## config.mk

```make
export PLATFORM = sky130hd
export DESIGN_NAME = db_arb_flat
export DESIGN_NICKNAME = d
export VERILOG_FILES = /design/src/rtl/db_pkg.sv /design/src/rtl/db_arb_if.sv /design/src/rtl/db_rr_arb2.sv /design/src/rtl/db_arb.sv /design/src/flat_wrapper.sv
export SDC_FILE = /design/constraint.sdc
export NUM_CORES = 1
export LEC_CHECK = 0
export CAP_MARGIN = 0
export CORE_AREA = 2 2 267 269
export DETAILED_ROUTE_END_ITERATION = 6
export DIE_AREA = 0 0 269 271
export GPL_TIMING_DRIVEN = 0
export SLEW_MARGIN = 20
export SYNTH_ARGS = -nofsm -noshare
export SYNTH_HDL_FRONTEND = slang
export SYNTH_SLANG_ARGS = --single-unit
```

## constraint.sdc

```tcl
create_clock -name clk156 -period 2.2 [get_ports clk156]
set_input_delay 0.33 -clock clk156 [delete_from_list [all_inputs] [get_ports clk156]]
set_output_delay 0.33 -clock clk156 [all_outputs]
set_load 0.01 [all_outputs]
```

## src/rtl/db_pkg.sv

```systemverilog
// Shared definitions for the two-port hash-table request arbiter: op encodings,
// table entry states, flag width and the arbiter FSM encoding.
package db_pkg;

    localparam logic SET_REQ = 1'b1;
    localparam logic GET_REQ = 1'b0;

    localparam logic [1:0] IDLE_STATE    = 2'b00;
    localparam logic [1:0] SUSPECT_STATE = 2'b01;
    localparam logic [1:0] ARREST_STATE  = 2'b10;
    localparam logic [1:0] EXPIRE_STATE  = 2'b11;

    localparam int FLAG_W = 4;

    typedef enum logic [1:0] {
        ST_IDLE  = 2'b00,
        ST_ISSUE = 2'b01,
        ST_WAIT  = 2'b10
    } arb_state_e;

    function automatic logic [15:0] sat_inc16(input logic [15:0] v);
        return (v == 16'hFFFF) ? v : v + 16'd1;
    endfunction

endpackage

```

## src/rtl/db_arb_if.sv

```systemverilog
// Request, response and table-side bus for db_arb. The arbiter connects to the
// slave modport; requesters and the table model drive the master side.
interface db_arb_if #(
    parameter int HASH_SIZE = 32,
    parameter int KEY_SIZE  = 96,
    parameter int VAL_SIZE  = 32
);
    import db_pkg::*;

    logic                 p0_valid;
    logic                 p0_ready;
    logic [3:0]           p0_op;
    logic [HASH_SIZE-1:0] p0_hash;
    logic [KEY_SIZE-1:0]  p0_key;
    logic [VAL_SIZE-1:0]  p0_value;

    logic                 p1_valid;
    logic                 p1_ready;
    logic [3:0]           p1_op;
    logic [HASH_SIZE-1:0] p1_hash;
    logic [KEY_SIZE-1:0]  p1_key;
    logic [VAL_SIZE-1:0]  p1_value;

    logic                 r0_valid;
    logic [FLAG_W-1:0]    r0_flag;
    logic [VAL_SIZE-1:0]  r0_value;
    logic                 r0_miss;

    logic                 r1_valid;
    logic [FLAG_W-1:0]    r1_flag;
    logic [VAL_SIZE-1:0]  r1_value;
    logic                 r1_miss;

    logic                 db_valid;
    logic [3:0]           db_op;
    logic [HASH_SIZE-1:0] db_hash;
    logic [KEY_SIZE-1:0]  db_key;
    logic [VAL_SIZE-1:0]  db_value;
    logic                 db_out_valid;
    logic [FLAG_W-1:0]    db_out_flag;
    logic [VAL_SIZE-1:0]  db_out_value;

    modport slave (
        input  p0_valid, p0_op, p0_hash, p0_key, p0_value,
        input  p1_valid, p1_op, p1_hash, p1_key, p1_value,
        output p0_ready, p1_ready,
        output r0_valid, r0_flag, r0_value, r0_miss,
        output r1_valid, r1_flag, r1_value, r1_miss,
        output db_valid, db_op, db_hash, db_key, db_value,
        input  db_out_valid, db_out_flag, db_out_value
    );

    modport master (
        output p0_valid, p0_op, p0_hash, p0_key, p0_value,
        output p1_valid, p1_op, p1_hash, p1_key, p1_value,
        input  p0_ready, p1_ready,
        input  r0_valid, r0_flag, r0_value, r0_miss,
        input  r1_valid, r1_flag, r1_value, r1_miss,
        input  db_valid, db_op, db_hash, db_key, db_value,
        output db_out_valid, db_out_flag, db_out_value
    );

endinterface

```

## src/rtl/db_rr_arb2.sv

```systemverilog
// Two-way round-robin grant: a lone requester wins, a tie goes to the port not
// granted last. last_grant starts at 1 so port 0 wins the first tie.
module db_rr_arb2 (
    input  logic       clk156,
    input  logic       rst,
    input  logic [1:0] req,
    input  logic       en,
    input  logic       upd,
    output logic [1:0] gnt
);

    logic last_grant;

    always_comb begin
        gnt = 2'b00;
        if (en) begin
            case (req)
                2'b01:   gnt = 2'b01;
                2'b10:   gnt = 2'b10;
                2'b11:   gnt = last_grant ? 2'b01 : 2'b10;
                default: gnt = 2'b00;
            endcase
        end
    end

    always_ff @(posedge clk156) begin
        if (rst) begin
            last_grant <= 1'b1;
        end else if (upd) begin
            last_grant <= gnt[1];
        end
    end

endmodule

```

## src/rtl/db_arb.sv

```systemverilog
// db_arb: shares one hash-table port between two requesters, one slot per request.
// Optional statistics counters are built only when DB_ARB_STATS_EN is defined.
module db_arb
    import db_pkg::*;
#(
    parameter int HASH_SIZE   = 32,
    parameter int KEY_SIZE    = 96,
    parameter int VAL_SIZE    = 32,
    parameter int SLOT_CYCLES = 5
) (
    input  logic        clk156,
    input  logic        rst,
    db_arb_if.slave     bus,
    output logic [31:0] stat_grant0,
    output logic [31:0] stat_grant1,
    output logic [15:0] stat_stray
);

    arb_state_e state, state_nxt;
    logic [1:0] gnt;
    logic       hs;
    logic [7:0] cnt;
    logic       owner;
    logic       got_rsp;
    logic       rsp_take;
    logic       miss_take;

    db_rr_arb2 u_rr (
        .clk156 (clk156),
        .rst    (rst),
        .req    ({bus.p1_valid, bus.p0_valid}),
        .en     (state == ST_IDLE),
        .upd    (hs),
        .gnt    (gnt)
    );

    assign bus.p0_ready = gnt[0];
    assign bus.p1_ready = gnt[1];
    assign hs = (bus.p0_valid & gnt[0]) | (bus.p1_valid & gnt[1]);

    // Only the first table response of a slot is taken; a miss is reported on
    // the last WAIT cycle when nothing has arrived (not even on that cycle).
    assign rsp_take  = (state == ST_WAIT) && bus.db_out_valid && !got_rsp;
    assign miss_take = (state == ST_WAIT) && (cnt == 8'd0) && !got_rsp && !bus.db_out_valid;

    always_ff @(posedge clk156) begin
        if (rst) state <= ST_IDLE;
        else     state <= state_nxt;
    end

    always_comb begin
        state_nxt = state;
        case (state)
            ST_IDLE:  if (hs) state_nxt = ST_ISSUE;
            ST_ISSUE: state_nxt = ST_WAIT;
            ST_WAIT:  if (cnt == 8'd0) state_nxt = ST_IDLE;
            default:  state_nxt = ST_IDLE;
        endcase
    end

    always_ff @(posedge clk156) begin
        if (rst) begin
            bus.db_valid <= 1'b0;
            bus.db_op    <= '0;
            bus.db_hash  <= '0;
            bus.db_key   <= '0;
            bus.db_value <= '0;
            bus.r0_valid <= 1'b0;
            bus.r0_flag  <= '0;
            bus.r0_value <= '0;
            bus.r0_miss  <= 1'b0;
            bus.r1_valid <= 1'b0;
            bus.r1_flag  <= '0;
            bus.r1_value <= '0;
            bus.r1_miss  <= 1'b0;
            cnt          <= 8'd0;
            owner        <= 1'b0;
            got_rsp      <= 1'b0;
        end else begin
            bus.db_valid <= (state == ST_IDLE) && hs;
            bus.r0_valid <= 1'b0;
            bus.r1_valid <= 1'b0;

            if ((state == ST_IDLE) && hs) begin
                owner        <= gnt[1];
                bus.db_op    <= gnt[1] ? bus.p1_op    : bus.p0_op;
                bus.db_hash  <= gnt[1] ? bus.p1_hash  : bus.p0_hash;
                bus.db_key   <= gnt[1] ? bus.p1_key   : bus.p0_key;
                bus.db_value <= gnt[1] ? bus.p1_value : bus.p0_value;
            end

            if (state == ST_ISSUE) begin
                cnt     <= 8'(SLOT_CYCLES - 1);
                got_rsp <= 1'b0;
            end else if ((state == ST_WAIT) && (cnt != 8'd0)) begin
                cnt <= cnt - 8'd1;
            end

            if (rsp_take) begin
                got_rsp <= 1'b1;
                if (owner) begin
                    bus.r1_valid <= 1'b1;
                    bus.r1_flag  <= bus.db_out_flag;
                    bus.r1_value <= bus.db_out_value;
                    bus.r1_miss  <= 1'b0;
                end else begin
                    bus.r0_valid <= 1'b1;
                    bus.r0_flag  <= bus.db_out_flag;
                    bus.r0_value <= bus.db_out_value;
                    bus.r0_miss  <= 1'b0;
                end
            end

            if (miss_take) begin
                if (owner) begin
                    bus.r1_valid <= 1'b1;
                    bus.r1_flag  <= '0;
                    bus.r1_value <= '0;
                    bus.r1_miss  <= 1'b1;
                end else begin
                    bus.r0_valid <= 1'b1;
                    bus.r0_flag  <= '0;
                    bus.r0_value <= '0;
                    bus.r0_miss  <= 1'b1;
                end
            end
        end
    end

`ifdef DB_ARB_STATS_EN
    logic stray_evt;
    assign stray_evt = bus.db_out_valid && !rsp_take;

    always_ff @(posedge clk156) begin
        if (rst) begin
            stat_grant0 <= 32'd0;
            stat_grant1 <= 32'd0;
            stat_stray  <= 16'd0;
        end else begin
            if (bus.p0_valid && gnt[0]) stat_grant0 <= stat_grant0 + 32'd1;
            if (bus.p1_valid && gnt[1]) stat_grant1 <= stat_grant1 + 32'd1;
            if (stray_evt)              stat_stray  <= sat_inc16(stat_stray);
        end
    end
`else
    assign stat_grant0 = 32'd0;
    assign stat_grant1 = 32'd0;
    assign stat_stray  = 16'd0;
`endif

endmodule

```

## src/flat_wrapper.sv

```systemverilog
// flat-port wrapper written by rule: the top's interface ports become plain ports
module db_arb_flat import db_pkg::*;
#(
    parameter int HASH_SIZE   = 32,
    parameter int KEY_SIZE    = 96,
    parameter int VAL_SIZE    = 32,
    parameter int SLOT_CYCLES = 5
)
  (clk156, rst, stat_grant0, stat_grant1, stat_stray, bus_p0_valid, bus_p0_op, bus_p0_hash, bus_p0_key, bus_p0_value, bus_p1_valid, bus_p1_op, bus_p1_hash, bus_p1_key, bus_p1_value, bus_p0_ready, bus_p1_ready, bus_r0_valid, bus_r0_flag, bus_r0_value, bus_r0_miss, bus_r1_valid, bus_r1_flag, bus_r1_value, bus_r1_miss, bus_db_valid, bus_db_op, bus_db_hash, bus_db_key, bus_db_value, bus_db_out_valid, bus_db_out_flag, bus_db_out_value);
  db_arb_if #(.HASH_SIZE(HASH_SIZE), .KEY_SIZE(KEY_SIZE), .VAL_SIZE(VAL_SIZE)) bus_i ();
  input  logic clk156;
  input  logic rst;
  output logic [31:0] stat_grant0;
  output logic [31:0] stat_grant1;
  output logic [15:0] stat_stray;
  input wire logic [$bits(bus_i.p0_valid)-1:0] bus_p0_valid;
  input wire logic [$bits(bus_i.p0_op)-1:0] bus_p0_op;
  input wire logic [$bits(bus_i.p0_hash)-1:0] bus_p0_hash;
  input wire logic [$bits(bus_i.p0_key)-1:0] bus_p0_key;
  input wire logic [$bits(bus_i.p0_value)-1:0] bus_p0_value;
  input wire logic [$bits(bus_i.p1_valid)-1:0] bus_p1_valid;
  input wire logic [$bits(bus_i.p1_op)-1:0] bus_p1_op;
  input wire logic [$bits(bus_i.p1_hash)-1:0] bus_p1_hash;
  input wire logic [$bits(bus_i.p1_key)-1:0] bus_p1_key;
  input wire logic [$bits(bus_i.p1_value)-1:0] bus_p1_value;
  output wire logic [$bits(bus_i.p0_ready)-1:0] bus_p0_ready;
  output wire logic [$bits(bus_i.p1_ready)-1:0] bus_p1_ready;
  output wire logic [$bits(bus_i.r0_valid)-1:0] bus_r0_valid;
  output wire logic [$bits(bus_i.r0_flag)-1:0] bus_r0_flag;
  output wire logic [$bits(bus_i.r0_value)-1:0] bus_r0_value;
  output wire logic [$bits(bus_i.r0_miss)-1:0] bus_r0_miss;
  output wire logic [$bits(bus_i.r1_valid)-1:0] bus_r1_valid;
  output wire logic [$bits(bus_i.r1_flag)-1:0] bus_r1_flag;
  output wire logic [$bits(bus_i.r1_value)-1:0] bus_r1_value;
  output wire logic [$bits(bus_i.r1_miss)-1:0] bus_r1_miss;
  output wire logic [$bits(bus_i.db_valid)-1:0] bus_db_valid;
  output wire logic [$bits(bus_i.db_op)-1:0] bus_db_op;
  output wire logic [$bits(bus_i.db_hash)-1:0] bus_db_hash;
  output wire logic [$bits(bus_i.db_key)-1:0] bus_db_key;
  output wire logic [$bits(bus_i.db_value)-1:0] bus_db_value;
  input wire logic [$bits(bus_i.db_out_valid)-1:0] bus_db_out_valid;
  input wire logic [$bits(bus_i.db_out_flag)-1:0] bus_db_out_flag;
  input wire logic [$bits(bus_i.db_out_value)-1:0] bus_db_out_value;
  assign bus_i.p0_valid = bus_p0_valid;
  assign bus_i.p0_op = bus_p0_op;
  assign bus_i.p0_hash = bus_p0_hash;
  assign bus_i.p0_key = bus_p0_key;
  assign bus_i.p0_value = bus_p0_value;
  assign bus_i.p1_valid = bus_p1_valid;
  assign bus_i.p1_op = bus_p1_op;
  assign bus_i.p1_hash = bus_p1_hash;
  assign bus_i.p1_key = bus_p1_key;
  assign bus_i.p1_value = bus_p1_value;
  assign bus_p0_ready = bus_i.p0_ready;
  assign bus_p1_ready = bus_i.p1_ready;
  assign bus_r0_valid = bus_i.r0_valid;
  assign bus_r0_flag = bus_i.r0_flag;
  assign bus_r0_value = bus_i.r0_value;
  assign bus_r0_miss = bus_i.r0_miss;
  assign bus_r1_valid = bus_i.r1_valid;
  assign bus_r1_flag = bus_i.r1_flag;
  assign bus_r1_value = bus_i.r1_value;
  assign bus_r1_miss = bus_i.r1_miss;
  assign bus_db_valid = bus_i.db_valid;
  assign bus_db_op = bus_i.db_op;
  assign bus_db_hash = bus_i.db_hash;
  assign bus_db_key = bus_i.db_key;
  assign bus_db_value = bus_i.db_value;
  assign bus_i.db_out_valid = bus_db_out_valid;
  assign bus_i.db_out_flag = bus_db_out_flag;
  assign bus_i.db_out_value = bus_db_out_value;
  db_arb #(.HASH_SIZE(HASH_SIZE), .KEY_SIZE(KEY_SIZE), .VAL_SIZE(VAL_SIZE), .SLOT_CYCLES(SLOT_CYCLES)) u_core (.clk156(clk156), .rst(rst), .bus(bus_i), .stat_grant0(stat_grant0), .stat_grant1(stat_grant1), .stat_stray(stat_stray));
endmodule
```

# Word-level counts from Yosys, hierarchy flattened

Index checks and enable logic that the tools add are counted.
Widths: inputs -> output; s select.

Register bits after elaboration: 254
Input bits: 369
Output and inout bits: 323
Word-level logic and storage cells: 92

$add $sub $neg: 1
Eq/ne operators: 7
Multiplexer cells: 46
Bitwise logic cells: 3
Reductions and logical operators: 16

Operators by type and width:

| operator            | count |
|---|---|
| $mux 32             | 10 |
| $mux 96             | 1 |
| $mux 4              | 9 |
| $mux 1              | 18 |
| $pmux 2 s3          | 2 |
| $logic_not 8->1     | 1 |
| $mux 2              | 4 |
| $reduce_bool 8->1   | 1 |
| $sub 8x1->8 const B | 1 |
| $logic_and 1x1->1   | 7 |
| $eq 2x2->1 const B  | 3 |
| $mux 3              | 2 |
| $eq 2x1->1 const B  | 2 |
| $ne 2x1->1 const B  | 2 |
| $reduce_bool 2->1   | 2 |
| $and 1x1->1         | 2 |
| $logic_not 1->1     | 2 |
| $logic_not 2->1     | 1 |
| $reduce_and 2->1    | 1 |
| $reduce_or 2->1     | 1 |
| $or 1x1->1          | 1 |

# Longest topological paths before layout

Depth in word-level cells: 7
Depth in mapped cells: 7
Gate-level depth less buffers: 6

# Modules after synthesis

A second synthesis with hierarchy kept.

Cells, all modules: 1106
Area total of the unflattened synthesis: 10809.1 sq um

By module, submodules not included:

| module     | instances | cells an instance | area each (sq um) | seq. area each (sq um) |
|---|---|---|---|---|
| db_arb     | 1         | 1097              | 10744.1           | 5064.9 |
| db_rr_arb2 | 1         | 9                 | 65.1              | 20.0 |

# Least setup slack after synthesis

No wires, ideal clock.

Path type: reg2reg
From: register u_core.cnt[0]
To: register u_core.cnt[7]
Setup time: 0.070 ns
Arrival: 1.606 ns
Required time: 2.130 ns
Setup slack: 0.524 ns
Stages on the path, launching flop included: 7
Path buffers: 0
Clock period less this slack: 1.676 ns
Cells stage by stage: dfxtp_1 > inv_1 > ha_1 > nor3b_2 > a21o_1 > or4b_1 > a21oi_1

Cells in the longest elaborated chain, start to end: 2
Elaborated cells between the ends (all ways): 3
Classes of those cells: add/sub: 1; reduce/logical: 2

RTL lines:

| item                                                | line         | text |
|---|---|---|
| from (decl)                                         | db_arb.sv:22 | `logic [7:0] cnt;` |
| from (signal assigned)                              | db_arb.sv:93 | `cnt <= 8'(SLOT_CYCLES - 1);` |
| from (signal assigned)                              | db_arb.sv:96 | `cnt <= cnt - 8'd1;` |
| branches (longest 2 deep; another with $sub 8x1->8) | -            |  |

Parallel ways; which one is timed is not known.
A chain may end at the register's enable or synchronous reset.

# Worst setup path after layout

From: register u_core.state[1]
To: register u_core.bus.db_key[29]

Cells in the longest elaborated chain, start to end: 5
Elaborated cells between the ends (all ways): 7
Classes of those cells: mux: 2; bitwise: 3; reduce/logical: 2

RTL lines:

| item                   | line                       | text |
|---|---|---|
| from (decl)            | db_arb.sv:19               | `arb_state_e state, state_nxt;` |
| from (signal assigned) | db_arb.sv:48               | `else state <= state_nxt;` |
| $logic_not 2->1 (*)    | db_arb.sv:32, db_arb.sv:84 |  |
| $mux 2                 | db_rr_arb2.sv:16           | `if (en) begin` |
| $and 1x1->1            | db_arb.sv:39               | `assign hs = (bus.p0_valid & gnt[0]) \| (bus.p1_valid & gnt[1]);` |
| $or 1x1->1             | db_arb.sv:39               |  |
| $logic_and 1x1->1      | db_arb.sv:84               | `if ((state == ST_IDLE) && hs) begin` |
| to (signal assigned)   | db_arb.sv:88               | `bus.db_key <= gnt[1] ? bus.p1_key : bus.p0_key;` |
| to (decl)              | db_arb_if.sv:49            | `output db_valid, db_op, db_hash, db_key, db_value,` |

Every way passes the cells marked *; elsewhere a longest branch is shown, timed or not.

==> results.py <==
metrics = {
    "outcome": {
        "status": "finished, final reports clean",
    },
    "job": {
        "cap_violations": 0,
    },
    "critical_path": {
        "cpMostUsedCell": "buf_2",
        "cp.required_ns": 2.71,
        "critPathMaxStageDelay_ns": 0.35,
        "cp_top_family": "buffers and inverters",
        "crit_fanout": 10,
        "cp-start-kind": "flop",
        "crit_buf_inv": 3,
        "end_kind": "flop",
        "path_cells": "nor2_4, buf_4, o21a_2, buf_2, buf_2, o221ai_1, a21oi_1",
        "crit_arrival_ns": 2.54,
        "cp_slowest_cell": "dfxtp_2",
        "setup.worst_path.class": "reg2reg",
    },
    "floorplanning": {
        "dieArea_um2": 72900,
        "design.core.area_um2": 69800,
        "io_pins": 692,
        "die_h_um": 271,
        "fp-row-count": 97,
        "fp.dieW_um": 269,
        "start_util": 0.148,
    },
    "clock_network": {
        "cts_tree": "yes",
        "htreeDepth": 1,
        "clk_path_buf_depth": 3,
        "clk-insertion-delay-late_ns": 0.59,
        "cts_made_buffers": 30,
        "cts-root-buf": "clkbuf_16",
        "clock_sinks": 254,
        "path_clk_slew_ns": 0.06,
    },
    "global_route": {
        "grt_max_degree": 15,
        "grt.total_usage": 0.137,
        "grt_pass1_wl_um": 74000,
        "antenna_found_initial": 6,
        "grt_pass1_vias": 11200,
        "globalRouteOverflowTotal": 0,
    },
    "drt": {
        "routed_wl_um": 53500,
        "wire_per_inst_um": 18.8,
        "vias": 11300,
        "firstDrtPassIters": 5,
        "remaining_drc_errors": 0,
        "drt_iter0_markers": 461,
        "ant_nets": 0,
        "drt-vias-per-instance": 3.98,
    },
    "sta": {
        "rsz0062_at_grt": "no",
        "max_freq_ghz": 0.493,
        "tightest_slew_ns": 1.15,
        "period_share": 0.922,
        "report.final.setup_viol": 0,
        "hold_viol": 0,
        "finalMaxSlewViolations": 0,
        "timing.slew.headroom": 0.236,
        "fin_crit_ns": 2.03,
        "finalClockSkew_ns": 0.0161,
    },
    "layout": {
        "n_fill_cell": 7552,
        "area_growth_pct": 85.0,
        "finalInstanceArea_um2": 19100,
        "nets": 2250,
        "final_cell_count_no_fill": 2846,
        "final_util": 0.274,
        "drive_above_1_share": 0.113,
    },
    "place": {
        "dp_hpwl_um": 42400,
        "io_buffers": 609,
        "dp_cells": 2787,
        "dpl_cell_area_um2": 17900,
        "place_congestion": 0.857,
    },
    "synthesis": {
        "ys.flop_type": "dfxtp_1",
        "avgSynthCellArea_um2": 8.90,
        "yosys_register_bits": 254,
        "yosysWarnings": 0,
        "ys_seq_area_frac": 0.493,
        "synth.distinct_cells": 43,
        "synth_cells": 1159,
        "synthArstFlopShare": 0,
        "synth-edff-count": 0,
        "synth_area_um2": 10300,
    },
    "hold_path": {
        "hp-class": "in2reg",
    },
    "pwr": {
        "p_leak_nw": 6.87,
        "total_power_mw": 14.0,
        "powerDensity_nw_per_um2": 736,
        "ir_drop_mv": 0.434,
    },
}
[metal layers]
metal | part of all wire | global-route usage
met5 | 0 | 0
met1 | 0.40 | 0.162
met4 | 0.035 | 0.0510
met3 | 0.082 | 0.0382
met2 | 0.48 | 0.233
[power breakdown]
part | switching, mW | internal, mW | total [mW]
combinational | 1.67 | 1.70 | 3.38
sequential | 0.198 | 4.96 | 5.15
clock | 2.18 | 3.33 | 5.52
total | 4.06 | 9.99 | 14.0
[synthesized netlist by cell type (all sizes together) (2+ instances only)]
cell	number	share of area
clkbuf	65	0.024
or3	2	0.0013
ha	2	0.0024
inv	3	0.0011
xnor2	5	0.0042
o221ai	161	0.14
nor2	15	0.0055
nand2	242	0.088
buf	126	0.082
a311oi	3	0.0025
and2	2	0.0012
a22o	36	0.031
a21o	2	0.0015
nor3b	5	0.0046
a21oi	209	0.10
o21ai	3	0.0015
dfxtp	254	0.49
a211oi	4	0.0029
nand2b	4	0.0024
[layout make-up]
cell class	count	area, um2	area share
tap	940	1180	0.0616
antenna	3	7.51	0.000393
timing repair buffer	610	6100	0.319
sequential	254	5090	0.266
clock buffer	41	863	0.0452
clock inverter	15	223	0.0117
buffer	190	1150	0.0600
inverter	3	11.3	0.000590
multi-input combinational	790	4480	0.235
[kinds of logic (layout without fill, tap and decap cells)]
| kind of cell | Yosys count | count (layout) | synth area share |
|---|---|---|---|
| XOR/XNOR | 5 | 5 | 0.00424 |
| AND/OR/NAND/NOR | 280 | 280 | 0.112 |
| adder cells (fa/ha/maj) | 2 | 2 | 0.00242 |
| buffers and inverters | 194 | 859 | 0.107 |
| flip-flops | 254 | 254 | 0.493 |
| other | 1 | 83 | 0.000363 |
| AO/OA/AOI/OAI | 423 | 423 | 0.282 |
[repair_timing]
item / CTS / global route
pin swaps: 1 / 1
buffers inserted: 1 / 0
gates resized for setup: 36 / 25
endpoints found under the setup margin: 160 / 47
hold buffers: 0 / 0
[metrics by stage]
step           setup slack, ns  setup TNS (ns)  hold WS (ns)
2_1_floorplan            0.524               0         0.455
3_3_place_gp             -1.24         -140.96         0.441
3_5_place_dp             -1.22         -140.89         0.445
4_1_cts                 -0.143          -0.143         0.145
5_1_grt                 0.0158               0         0.227
6_report                 0.171               0         0.218
[final timing paths]
path | from | endpoint | slack [ns] | depth (start not counted)
setup / recovery | u_core.state[1] | u_core.bus.db_key[29] | 0.17 | 7
hold / removal | bus_db_out_valid | flop | 0.22 | 2
setup reg to reg | u_core.state[1] | u_core.bus.db_key[29] | 0.17 | 7
hold reg to reg | u_core.bus.db_key[33] | u_core.bus.db_key[33] | 0.45 | 2
[cell usage in the layout (no fill, tap or decap), types with 5 or more instances in the layout]
| master | n |
|---|---|
| bufinv_16 | 5 |
| o221ai_1 | 161 |
| clkbuf_16 | 31 |
| a21oi_1 | 208 |
| xnor2_1 | 5 |
| clkbuf_8 | 7 |
| clkbuf_1 | 48 |
| buf_2 | 35 |
| nor2_1 | 13 |
| clkbuf_2 | 18 |
| dfxtp_1 | 252 |
| clkdlybuf4s50_1 | 606 |
| nand2_1 | 241 |
| a22o_1 | 36 |
| buf_4 | 86 |
| conb_1 | 80 |
(Power assumes the default switching activity.)
